**src/rtl/mux16_rr_arbiter.sv**
```systemverilog
// Round-robin arbiter / select sequencer for the 16:1 mux datapath.
// Optional MUX16_ARB_LOCK_EN adds a Lock input that extends tenure.
module mux16_rr_arbiter #(
    parameter int MAXHOLD = 4
) (
    input  logic        Clock,
    input  logic        Resetn,
`ifdef MUX16_ARB_LOCK_EN
    input  logic        Lock,
`endif
    input  logic [0:15] Req,
    input  logic [0:15] W,
    output logic [0:15] Grant,
    output logic [3:0]  S16,
    output logic        Valid,
    output logic        f
);

    typedef enum logic {IDLE, GRANT} state_t;

    localparam logic [3:0] LAST = 4'(MAXHOLD - 1);

    state_t      state, state_n;
    logic [0:15] grant_n;
    logic [3:0]  s16_n;
    logic        valid_n;
    logic [3:0]  cnt, cnt_n;
    logic [3:0]  ptr, ptr_n;

    logic [3:0]  win;
    logic [3:0]  idx;
    logic        any;
    logic        hold_ok;
    logic        load;

    // Scan upward from ptr; while granted, ptr = holder+1 so holder is last.
    always_comb begin
        win = '0;
        any = 1'b0;
        idx = '0;
        for (int i = 0; i < 16; i++) begin
            idx = ptr + 4'(i);
            if (!any && Req[idx]) begin
                any = 1'b1;
                win = idx;
            end
        end
    end

    always_comb begin
        hold_ok = (cnt < LAST);
`ifdef MUX16_ARB_LOCK_EN
        hold_ok = hold_ok | Lock;
`endif
    end

    always_comb begin
        state_n = state;
        grant_n = Grant;
        s16_n   = S16;
        valid_n = Valid;
        cnt_n   = cnt;
        ptr_n   = ptr;
        load    = 1'b0;
        unique case (state)
            IDLE: begin
                load = any;
            end
            GRANT: begin
                if (Req[S16] && hold_ok) begin
                    cnt_n = (cnt < LAST) ? cnt + 4'd1 : cnt;
                end else if (any) begin
                    load = 1'b1;
                end else begin
                    state_n = IDLE;
                    grant_n = '0;
                    valid_n = 1'b0;
                    cnt_n   = '0;
                end
            end
            default: begin
                state_n = IDLE;
            end
        endcase
        if (load) begin
            state_n      = GRANT;
            s16_n        = win;
            grant_n      = '0;
            grant_n[win] = 1'b1;
            valid_n      = 1'b1;
            cnt_n        = '0;
            ptr_n        = win + 4'd1;
        end
    end

    always_ff @(posedge Clock or negedge Resetn) begin
        if (!Resetn) begin
            state <= IDLE;
            Grant <= '0;
            S16   <= '0;
            Valid <= 1'b0;
            cnt   <= '0;
            ptr   <= '0;
        end else begin
            state <= state_n;
            Grant <= grant_n;
            S16   <= s16_n;
            Valid <= valid_n;
            cnt   <= cnt_n;
            ptr   <= ptr_n;
        end
    end

    assign f = Valid & W[S16];

endmodule
```
**config.mk**
```make
export PLATFORM = sky130hd
export DESIGN_NAME = mux16_rr_arbiter
export DESIGN_NICKNAME = d
export VERILOG_FILES = /design/src/rtl/mux16_rr_arbiter.sv
export SDC_FILE = /design/constraint.sdc
export NUM_CORES = 1
export LEC_CHECK = 0
export BUFFER_PORTS_ARGS = -buffer_cell sky130_fd_sc_hd__buf_2
export CORE_MARGIN = 2
export CORE_UTILIZATION = 55
export CTS_BUF_LIST = sky130_fd_sc_hd__clkbuf_16
export CTS_CLUSTER_SIZE = 20
export DETAILED_ROUTE_END_ITERATION = 10
export HOLD_SLACK_MARGIN = 0.03
export PLACE_DENSITY = 0.89
export RECOVER_POWER = 25
export SLEW_MARGIN = 20
export SYNTH_ARGS = -nofsm -noshare
export SYNTH_HDL_FRONTEND = slang
export SYNTH_SLANG_ARGS = --single-unit
```
**constraint.sdc**
```tcl
create_clock -name Clock -period 6.6 [get_ports Clock]
set_input_delay 0.66 -clock Clock [delete_from_list [all_inputs] [get_ports Clock]]
set_output_delay 0.66 -clock Clock [all_outputs]
set_load 0.05 [all_outputs]
```
Yosys cells after proc, flatten, opt, wreduce, memory -nomap -nowiden:

Cells that the tools add are included.

* bits of input ports: 34
* register bits after elaboration: 30
* output and inout port bits: 22
* latch bits: 0
* memory bits (read-only): 0
* RAM bits: 0
* memories kept: 0

* bitwise operators: 20
* div/mod/pow operators: 0
* eq/ne operators: 4
* $lt $le $gt $ge: 20
* muxes and demuxes: 107
* reduce and logical (&&, ||, !) cells: 35
* add/subtract/negate cells: 17
* $mul: 0
* shift operators: 0

Operators with widths (count)
* $ge A5 B5 Y1 const B: 18
* $not A4 Y5: 18
* $mux W4: 21
* $bmux W1 S4: 18
* $mux W16: 4
* $mux W1: 62
* $add A4 B4 Y4 const B: 8
* $logic_and A1 B1 Y1: 17
* $add A4 B3 Y4 const B: 4
* $logic_not A1 Y1: 15
* $add A4 B1 Y4 const B: 3
* $add A4 B2 Y4 const B: 2
* $reduce_and A3 Y1: 2
* $lt A5 B1 Y1 const B: 1
* $demux W1 S4: 1
* $lt A4 B2 Y1 const B: 1
* $ne A3 B1 Y1 const B: 1
* $ne A3 B3 Y1 const B: 1
* $ne A2 B1 Y1 const B: 1
* $ne A2 B2 Y1 const B: 1
* $pmux W1 S2: 1
* $reduce_bool A2 Y1: 1
* $and A1 B1 Y1: 1
* $not A1 Y1: 1

Depth between registers and ports, before layout:

Gate-level depths: netlist of run 1.

* depth in word-level cells: 56
* mapped depth: 20

Least setup slack after synthesis of run 1:

No wires, ideal clock.

* path kind: reg2reg
* from: reg ptr[1]
* to: reg Grant[10] in the netlist's numbering
* stages on the path, launching flop included: 19
* data required time: 6.473 ns
* path buffers: 6
* arrival: 4.877 ns
* library setup time: 0.127 ns
* setup slack: 1.596 ns
* period minus slack after synthesis: 5.004 ns
* cell sequence: dfrtp_1 -> buf_2 -> buf_4 -> buf_2 -> clkbuf_1 -> inv_1 -> ha_1 -> clkbuf_1 -> buf_1 -> mux4_2 -> mux2_2 -> mux2i_1 -> nor2b_1 -> or4b_1 -> o211ai_2 -> a32oi_4 -> ha_1 -> nand2_1 -> o21ai_0

* word-level cells in the longest chain between the ends: 56
* elaborated cells between the ends (all ways): 155
* classes of those cells: add/sub (15); order compare (2); eq/ne (2); mux (86); bitwise (17); reduce/logical (33)

RTL lines
* from (decl): RTL line 28 `logic [3:0] ptr, ptr_n;`
* from (signal assigned): RTL line 110 `ptr <= ptr_n;`
* parallel branches: the longest is 56 deep, another holds $add A4 B1 Y4
* to (signal assigned): RTL line 106 `Grant <= grant_n;`
* to (decl): RTL line 13 `output logic [0:15] Grant,`

Several ways; the timed one is not identified. The select of a mux whose other input is x is not followed.
A chain may end at the register's enable or synchronous reset.

Worst setup path after layout of run 1:

* from: reg ptr[1]
* to: reg Grant[6] in the netlist's numbering

Same word-level chain as after synthesis.

==> results of run 1 <==
[final timing paths]
path	slack [ns]	end	depth (start not counted)	start
worst max register to register	1.58	Grant[6]	13	ptr[1]
worst min register to register	0.47	Grant[13]	2	Grant[13]
max in group asynchronous	4.93	Grant[8]	1	Resetn
worst min-delay path	0.47	Grant[13]	2	Grant[13]
min in group asynchronous	0.76	Grant[11]	1	Resetn
worst max-delay path	1.58	Grant[6]	13	ptr[1]
[routing by layer]
metal / vias up / share of wire [%]
met2: 239 / 48
met5: - / 0
met1: 1758 / 39
met3: 38 / 8.7
li1: 1652 / -
met4: 0 / 3.8
[registers in the layout (all words and copies together) (netlist names)]
register / cells
S16: 4
Grant: 16
state: 1
Valid: 1
cnt: 4
ptr: 4
[metrics by stage]
| stage | hold WS, ns | utilization, % | worst slack (ns) |
|---|---|---|---|
| 3_3_place_gp | 0.4645 | 60.81 | 1.806 |
| 2_1_floorplan | 0.3644 | - | 1.596 |
| 6_report | 0.4743 | 62.70 | 1.576 |
| 3_5_place_dp | 0.4670 | 60.81 | 1.678 |
| 4_1_cts | 0.4383 | 62.72 | 1.611 |
| 5_1_grt | 0.4947 | 62.70 | 1.224 |
[worst max-delay path: stages (launching register included)]
cell,delay [ns]
dfrtp_1,0.32
buf_4,0.41
inv_1,0.20
ha_1,0.77
mux4_2,0.37
mux2_2,0.21
nor3_1,0.07
nor4_1,0.86
a2111o_1,0.34
nor3_4,0.08
nand4_2,0.15
and2_1,0.61
nand2_1,0.26
o21ai_0,0.24
[cells in the mapped netlist (7+ instances only)]
master / count / area (µm²)
a21oi_1: 19 / 95.09
a31oi_1: 7 / 43.79
clkbuf_1: 11 / 41.29
dfrtp_1: 30 / 750.7
ha_1: 10 / 125.1
inv_1: 10 / 37.54
mux2_2: 14 / 157.7
mux2i_1: 25 / 250.2
mux4_2: 39 / 878.3
nand2_1: 45 / 168.9
nand3_1: 8 / 40.04
nor2_1: 19 / 71.32
nor2b_1: 8 / 50.05
nor3_1: 7 / 35.03
o21ai_0: 22 / 110.1
o21ai_1: 13 / 65.06
[cell usage in the layout (no fill, tap or decap), drive strengths merged, types with 8 or more instances in the layout]
cell type / instances
a21oi: 19
mux4: 39
nor2: 19
o21ai: 36
inv: 11
ha: 10
nor3: 8
mux2: 14
mux2i: 25
buf: 58
dfrtp: 30
nand3: 10
nor2b: 8
nand2: 45
[kinds of logic (layout without fill, tap and decap cells)]
group	Yosys count	after routing	synth area share (%)
buffers and inverters	37	78	4.797
and+or+nand+nor	127	127	17.69
muxes	78	78	33.55
DFF	30	30	19.58
xor gates and xnor gates	8	8	2.024
AOI/OAI and AO/OA	109	109	19.09
adders and majority gates	10	10	3.264
[area by class of cell]
cell class / count / area share, %
inverters: 13 / 1.270
clock buffers: 5 / 2.953
clock inverters: 1 / 0.08860
multi-input cells: 332 / 68.43
repair buffers: 59 / 7.177
well taps: 80 / 2.363
flip-flops and latches: 30 / 17.72
==> impl_metrics.env, run 1 <==
export IMPL_status="finished, violations left"
export IMPL_violations="max-capacitance violations, max-slew violations"
export IMPL_overflow=0
export IMPL_use_met1_pct=39.51
export IMPL_start_util_pct=56.74
export IMPL_yosys_warnings=0
export IMPL_synth_cell_types=70
export IMPL_path_class="register to register"
export IMPL_grt_use_met3_pct=5.118
export IMPL_antenna_found_initial=0
export IMPL_fin_crit_sh_pct=76.12
export IMPL_dpl_hpwl_mm=8.112
export IMPL_gp_congestion=1.007
export IMPL_ys_seq_area_share_pct=19.58
export IMPL_final_area_um2=4237
export IMPL_dpl_cell_area_um2=4109
export IMPL_antennaDiodeCount=0
export IMPL_syn2layout_area_growth_pct=10.51
export IMPL_route_detailed_drc=0
export IMPL_synth_nets=443
export IMPL_seq_area_um2=750.7
export IMPL_tightestPinTransition_ns=1.549
export IMPL_wire_per_inst_um=20.84
export IMPL_clkSinkCount=30
export IMPL_finClkSkew_ns=0.004958
export IMPL_arrival_ns=5.20
export IMPL_cts_buffer_depth=2
export IMPL_rsz0062_at_grt="no"
export IMPL_core_area_um2=6756
export IMPL_grt_pass1_vias=3432
export IMPL_hp_class="register to register"
export IMPL_port_buffers=55
export IMPL_grt_busiest_layer="met2"
export IMPL_start_kind="register"
export IMPL_hold_violations=0
export IMPL_dp_cells=514
export IMPL_dr_pass1_iters=5
export IMPL_ios=56
export IMPL_netlist_instances=399
export IMPL_clk_pin_slew_ns=0.05
export IMPL_synth_area_per_cell_um2=9.608
export IMPL_finalSetupViolCount=0
export IMPL_cts_hold_buffers=0
export IMPL_grt_usage_pct=28.87
export IMPL_clk_insertion_delay_late_ns=0.27
export IMPL_num_rows=30
export IMPL_via_per_inst=7.090
export IMPL_fin_cells=520
export IMPL_cts_buffers_inserted=5
export IMPL_cts_tree="yes"
export IMPL_drv_cap=1
export IMPL_worst_path_max_fanout=35
export IMPL_synth_seq_cells=30
export IMPL_end_kind="register"
export IMPL_vias=3687
export IMPL_die_height_um=87.49
export IMPL_synth_flop_cell="dfrtp_1"
export IMPL_drt_initial_drc_count=372
export IMPL_met2_usage_pct=44.83
export IMPL_grt_pass1_wl_mm=17.26
export IMPL_cts_setup_buffers=0
export IMPL_ant_nets=0
export IMPL_setup_tns_ns=0
export IMPL_grt_max_degree=36
export IMPL_wirelength_mm=10.84
export IMPL_period_minus_slack_ns=5.024
export IMPL_relSlewSlack_pct=-3.298
export IMPL_synth_edff_count=0
export IMPL_htreeDepth=2
export IMPL_dieArea_um2=7655
export IMPL_final_nets=485
export IMPL_fmax_mhz=199.0
export IMPL_root_buffer="clkbuf_16"
export IMPL_ys_async_sr_fraction_pct=100.0
export IMPL_multi_input_area_um2=2899
export IMPL_synth_area_um2=3834
export IMPL_n_fill_cell=550
export IMPL_cts_resized=0
export IMPL_finalMaxSlewViolations=31
export IMPL_die_x_um=87.49
export IMPL_drive_gt1_share_pct=29.09
export IMPL_worstPathRequired_ns=6.78
Power of run 1 is left out: the tool's default activity adds up to more than one toggle a clock period on the data nets, which glitch-free logic cannot reach.
==> inputs of run 2 (changes only) <==
==> constraint.sdc (replaced) <==
create_clock -name Clock -period 4.9 [get_ports Clock]
set_input_delay 0.49 -clock Clock [delete_from_list [all_inputs] [get_ports Clock]]
set_output_delay 0.49 -clock Clock [all_outputs]
set_load 0.05 [all_outputs]
==> impl_metrics.env, run 2 (synthesized netlist as in run 1, its figures left out) <==
export IMPL_finalSetupViolCount=0
export IMPL_die_x_um=87.49
export IMPL_final_nets=492
export IMPL_path_class="register to register"
export IMPL_wire_per_inst_um=22.66
export IMPL_final_common_cell="buf_2"
export IMPL_fmax_mhz=215.3
export IMPL_cts_buffer_depth=2
export IMPL_clk_pin_slew_ns=0.06
export IMPL_hp_class="register to register"
export IMPL_dpl_hpwl_mm=8.600
export IMPL_drive_gt1_share_pct=31.18
export IMPL_n_fill_cell=516
export IMPL_wirelength_mm=11.99
export IMPL_ant_nets=0
export IMPL_worstPathRequired_ns=5.09
export IMPL_finalMaxSlewViolations=31
export IMPL_dr_pass1_iters=5
export IMPL_regMostFlops="Grant"
export IMPL_largest_reg_flops=16
export IMPL_gp_congestion=0.9977
export IMPL_multi_input_area_um2=2919
export IMPL_worst_path_max_fanout=33
export IMPL_end_kind="register"
export IMPL_antennaDiodeCount=0
export IMPL_seq_area_um2=750.7
export IMPL_reg2regPathDepth=12
export IMPL_status="finished, violations left"
export IMPL_route_detailed_drc=0
export IMPL_drv_cap=1
export IMPL_cts_tree="yes"
export IMPL_hold_violations=0
export IMPL_r2r_end="Grant[6]"
export IMPL_period_minus_slack_ns=4.645
export IMPL_clk_insertion_delay_late_ns=0.29
export IMPL_reg2reg_from="ptr[0]"
export IMPL_violations="max-capacitance violations, max-slew violations"
export IMPL_min_from="Grant[10]"
export IMPL_syn2layout_area_growth_pct=13.35
export IMPL_grt_pass1_vias=3634
export IMPL_dieArea_um2=7655
export IMPL_layout_common_cells="buf_2, nand2_1, mux4_2"
export IMPL_whs_endpoint="Grant[10]"
export IMPL_crit_slowest_cell="nor4_1"
export IMPL_crit_chain="buf_4, ha_1, xor2_4, mux2_2, nor3_1, nor4_1, a2111o_1, nor3_4, nand4_2, and2_1, nand2_1, o21ai_0"
export IMPL_grt_max_degree=34
export IMPL_drt_initial_drc_count=549
export IMPL_grt_usage_pct=32.76
export IMPL_root_buffer="clkbuf_16"
export IMPL_num_rows=30
export IMPL_tightestPinTransition_ns=1.696
export IMPL_antenna_found_initial=0
export IMPL_cts_buffers_inserted=5
export IMPL_overflow=0
export IMPL_reg2reg_slack_ns=0.26
export IMPL_grt_pass1_wl_mm=19.24
export IMPL_port_buffers=55
export IMPL_whs_path_depth=2
export IMPL_arrival_ns=4.83
export IMPL_cts_resized=0
export IMPL_via_per_inst=7.301
export IMPL_clkSinkCount=30
export IMPL_setup_tns_ns=0
export IMPL_finClkSkew_ns=0.01409
export IMPL_vias=3862
export IMPL_start_util_pct=56.74
export IMPL_start_kind="register"
export IMPL_htreeDepth=2
export IMPL_max_stage_delay_ns=0.85
export IMPL_die_height_um=87.49
export IMPL_ios=56
export IMPL_core_area_um2=6756
export IMPL_cts_hold_buffers=0
export IMPL_cts_setup_buffers=0
export IMPL_fin_crit_sh_pct=94.79
export IMPL_relSlewSlack_pct=-13.05
export IMPL_rsz0062_at_grt="no"
## run 2: how the worst max path moves through the flow
stage	start	endpoint	slack (ns)	cells past startpoint
5_1_grt	ptr[0]	Grant[6]	0.06	12
4_1_cts	ptr[0]	Grant[6]	0.26	12
3_3_place_gp	ptr[0]	Grant[12]	0.44	12
2_1_floorplan	ptr[1]	Grant[10]	0.07	17
6_report	ptr[0]	Grant[6]	0.26	12
3_5_place_dp	ptr[0]	Grant[4]	0.41	12
## run 2: cell type report
| cell class | instances | area share, % |
|---|---|---|
| multi-input cells | 332 | 67.18 |
| flip-flops and latches | 30 | 17.28 |
| repair buffers | 66 | 8.206 |
| clock buffers | 5 | 2.879 |
| well taps | 80 | 2.303 |
| inverters | 13 | 1.238 |
| clock inverters | 3 | 0.9214 |
## run 2: critical path, delay by kind of cell, from the launching register on
kind	cells	cell delay (ns)
xor+xnor	1	0.37
buf+inv	1	0.40
simple gates	6	2.06
compound gates	2	0.62
flops	1	0.35
fa+ha+maj	1	0.41
mux	1	0.31
## run 2: routing by layer
metal	up-vias	routed length [µm]	GRT usage (%)
met5	-	0	0
met4	0	591	13.29
met3	59	1296	6.540
met2	320	5687	51.86
met1	1820	4411	44.16
li1	1663	-	-
## run 2: through the flow
| step | setup slack (ns) | hold slack [ns] | cell area [µm²] | cells | util [%] |
|---|---|---|---|---|---|
| 2_1_floorplan | 0.07294 | 0.1944 | 3839 | 399 | - |
| 5_1_grt | 0.06094 | 0.5096 | 4345 | 529 | 64.31 |
| 3_5_place_dp | 0.4080 | 0.4686 | 4165 | 521 | 61.65 |
| 6_report | 0.2551 | 0.4772 | 4345 | 529 | 64.31 |
| 4_1_cts | 0.2637 | 0.2827 | 4330 | 529 | 64.09 |
| 3_3_place_gp | 0.4389 | 0.4623 | 4165 | 521 | 61.65 |
Power of run 2 is left out for the same reason.
==> inputs of run 3 (changes only) <==
--- a/config.mk
+++ b/config.mk
@@ -14,6 +14,8 @@
 export HOLD_SLACK_MARGIN = 0.03
 export PLACE_DENSITY = 0.89
 export RECOVER_POWER = 25
+export REMOVE_ABC_BUFFERS = 1
+export SETUP_SLACK_MARGIN = 0.3
 export SLEW_MARGIN = 20
 export SYNTH_ARGS = -nofsm -noshare
 export SYNTH_HDL_FRONTEND = slang
==> impl_metrics.env, run 3 (synthesized netlist as in run 1, its figures left out) <==
export IMPL_clk_insertion_delay_late_ns=0.28
export IMPL_via_per_inst=7.371
export IMPL_root_buffer="clkbuf_16"
export IMPL_setup_tns_ns=0
export IMPL_cts_hold_buffers=0
export IMPL_violations="max-capacitance violations, max-slew violations"
export IMPL_drv_cap=1
export IMPL_antennaDiodeCount=0
export IMPL_final_nets=491
export IMPL_grt_pass1_vias=3652
export IMPL_fin_ws_ns=0.5238
export IMPL_die_height_um=87.49
export IMPL_route_detailed_drc=0
export IMPL_fin_crit_sh_pct=89.31
export IMPL_relSlewSlack_pct=-1.926
export IMPL_grt_pass1_wl_mm=18.60
export IMPL_finalMaxSlewViolations=31
export IMPL_period_minus_slack_ns=4.376
export IMPL_wirelength_mm=11.51
export IMPL_hold_violations=0
export IMPL_cts_buffer_depth=2
export IMPL_highest_layer="met4"
export IMPL_antenna_found_initial=0
export IMPL_cts_tree="yes"
export IMPL_core_area_um2=6756
export IMPL_dp_cells=520
export IMPL_end_kind="register"
export IMPL_status="finished, violations left"
export IMPL_final_util_pct=64.20
export IMPL_wl_met2_mm=5.623
export IMPL_drive_gt1_share_pct=31.25
export IMPL_die_x_um=87.49
export IMPL_clk_pin_slew_ns=0.05
export IMPL_place_ws_ns=0.3996
export IMPL_dr_pass1_iters=6
export IMPL_htreeDepth=2
export IMPL_fmax_mhz=228.5
export IMPL_drt_initial_drc_count=398
export IMPL_start_util_pct=56.74
export IMPL_gp_congestion=0.9588
export IMPL_largest_reg_flops=16
export IMPL_tightestPinTransition_ns=1.529
export IMPL_overflow=0
export IMPL_wire_per_inst_um=21.80
export IMPL_grt_max_degree=35
export IMPL_finalSetupViolCount=0
export IMPL_path_class="register to register"
export IMPL_port_buffers=55
export IMPL_fin_cells=528
export IMPL_cts_buffers_inserted=5
export IMPL_arrival_ns=4.56
export IMPL_layout_common_cells="buf_2, nand2_1, mux4_2"
export IMPL_dpl_hpwl_mm=8.627
export IMPL_met1Wirelength_mm=4.358
export IMPL_ios=56
export IMPL_hp_class="register to register"
export IMPL_start_kind="register"
export IMPL_finClkSkew_ns=0.004307
export IMPL_regMostFlops="Grant"
export IMPL_clkSinkCount=30
export IMPL_rsz0062_at_grt="yes"
export IMPL_ant_nets=0
export IMPL_worstPathRequired_ns=5.09
export IMPL_wl_met3_mm=1.056
export IMPL_grt_usage_pct=31.19
export IMPL_worst_path_max_fanout=33
export IMPL_dieArea_um2=7655
export IMPL_num_rows=30
export IMPL_n_fill_cell=530
export IMPL_vias=3892
export IMPL_syn2layout_area_growth_pct=13.15
export IMPL_final_common_cell="buf_2"
run 3: what timing repair did:
| action | 4_1_cts | 5_1_grt |
|---|---|---|
| gates resized for setup | 0 | 8 |
| setup endpoints to repair | 0 | 25 |
| setup buffers | 0 | 0 |
run 3: final timing paths:
kind / from / endpoint / slack, ns / depth (start not counted)
setup / recovery: ptr[0] / Grant[9] / 0.52 / 14
hold / removal: Grant[5] / Grant[5] / 0.48 / 2
setup reg to reg: ptr[0] / Grant[9] / 0.52 / 14
hold reg to reg: Grant[5] / Grant[5] / 0.48 / 2
max in group asynchronous: Resetn / Grant[12] / 3.42 / 1
min in group asynchronous: Resetn / S16[1] / 0.58 / 1
run 3: worst max-delay path: stages (launching register included):
cell and delay (ns):
dfrtp_1 0.35, buf_4 0.41, ha_1 0.37, xor2_4 0.33, mux4_2 0.61, nor3_1 0.30, nor4_2 0.12, a2111o_1 0.48
or4b_1 0.50, o211ai_2 0.10, a32oi_4 0.13, clkinv_4 0.11, ha_1 0.14, nand2_1 0.10, o21ai_0 0.20
run 3: routing by layer:
layer  vias to the layer above  GRT usage, %
li1                       1656             -
met1                      1895         40.83
met2                       284         51.45
met3                        57         4.739
met4                         0         13.15
met5                         -             0
run 3: layout make-up:
type	instances	area, µm²	share of cell area [%]
Sequential cell	30	750.7	17.31
Inverter	13	53.80	1.240
Clock buffer	5	125.1	2.884
Clock inverter	3	12.51	0.2884
Multi-Input combinational cell	332	2943	67.84
Timing Repair Buffer	65	352.8	8.134
Tap cell	80	100.1	2.307
run 3: stage by stage:
stage | hold slack (ns) | area (µm²)
after global placement | 0.4617 | 4154
after floorplan | 0.1944 | 3704
final | 0.4765 | 4338
after CTS | 0.2660 | 4292
after global routing | 0.5127 | 4338
after detailed placement | 0.4676 | 4154
Power of run 3 is left out for the same reason.
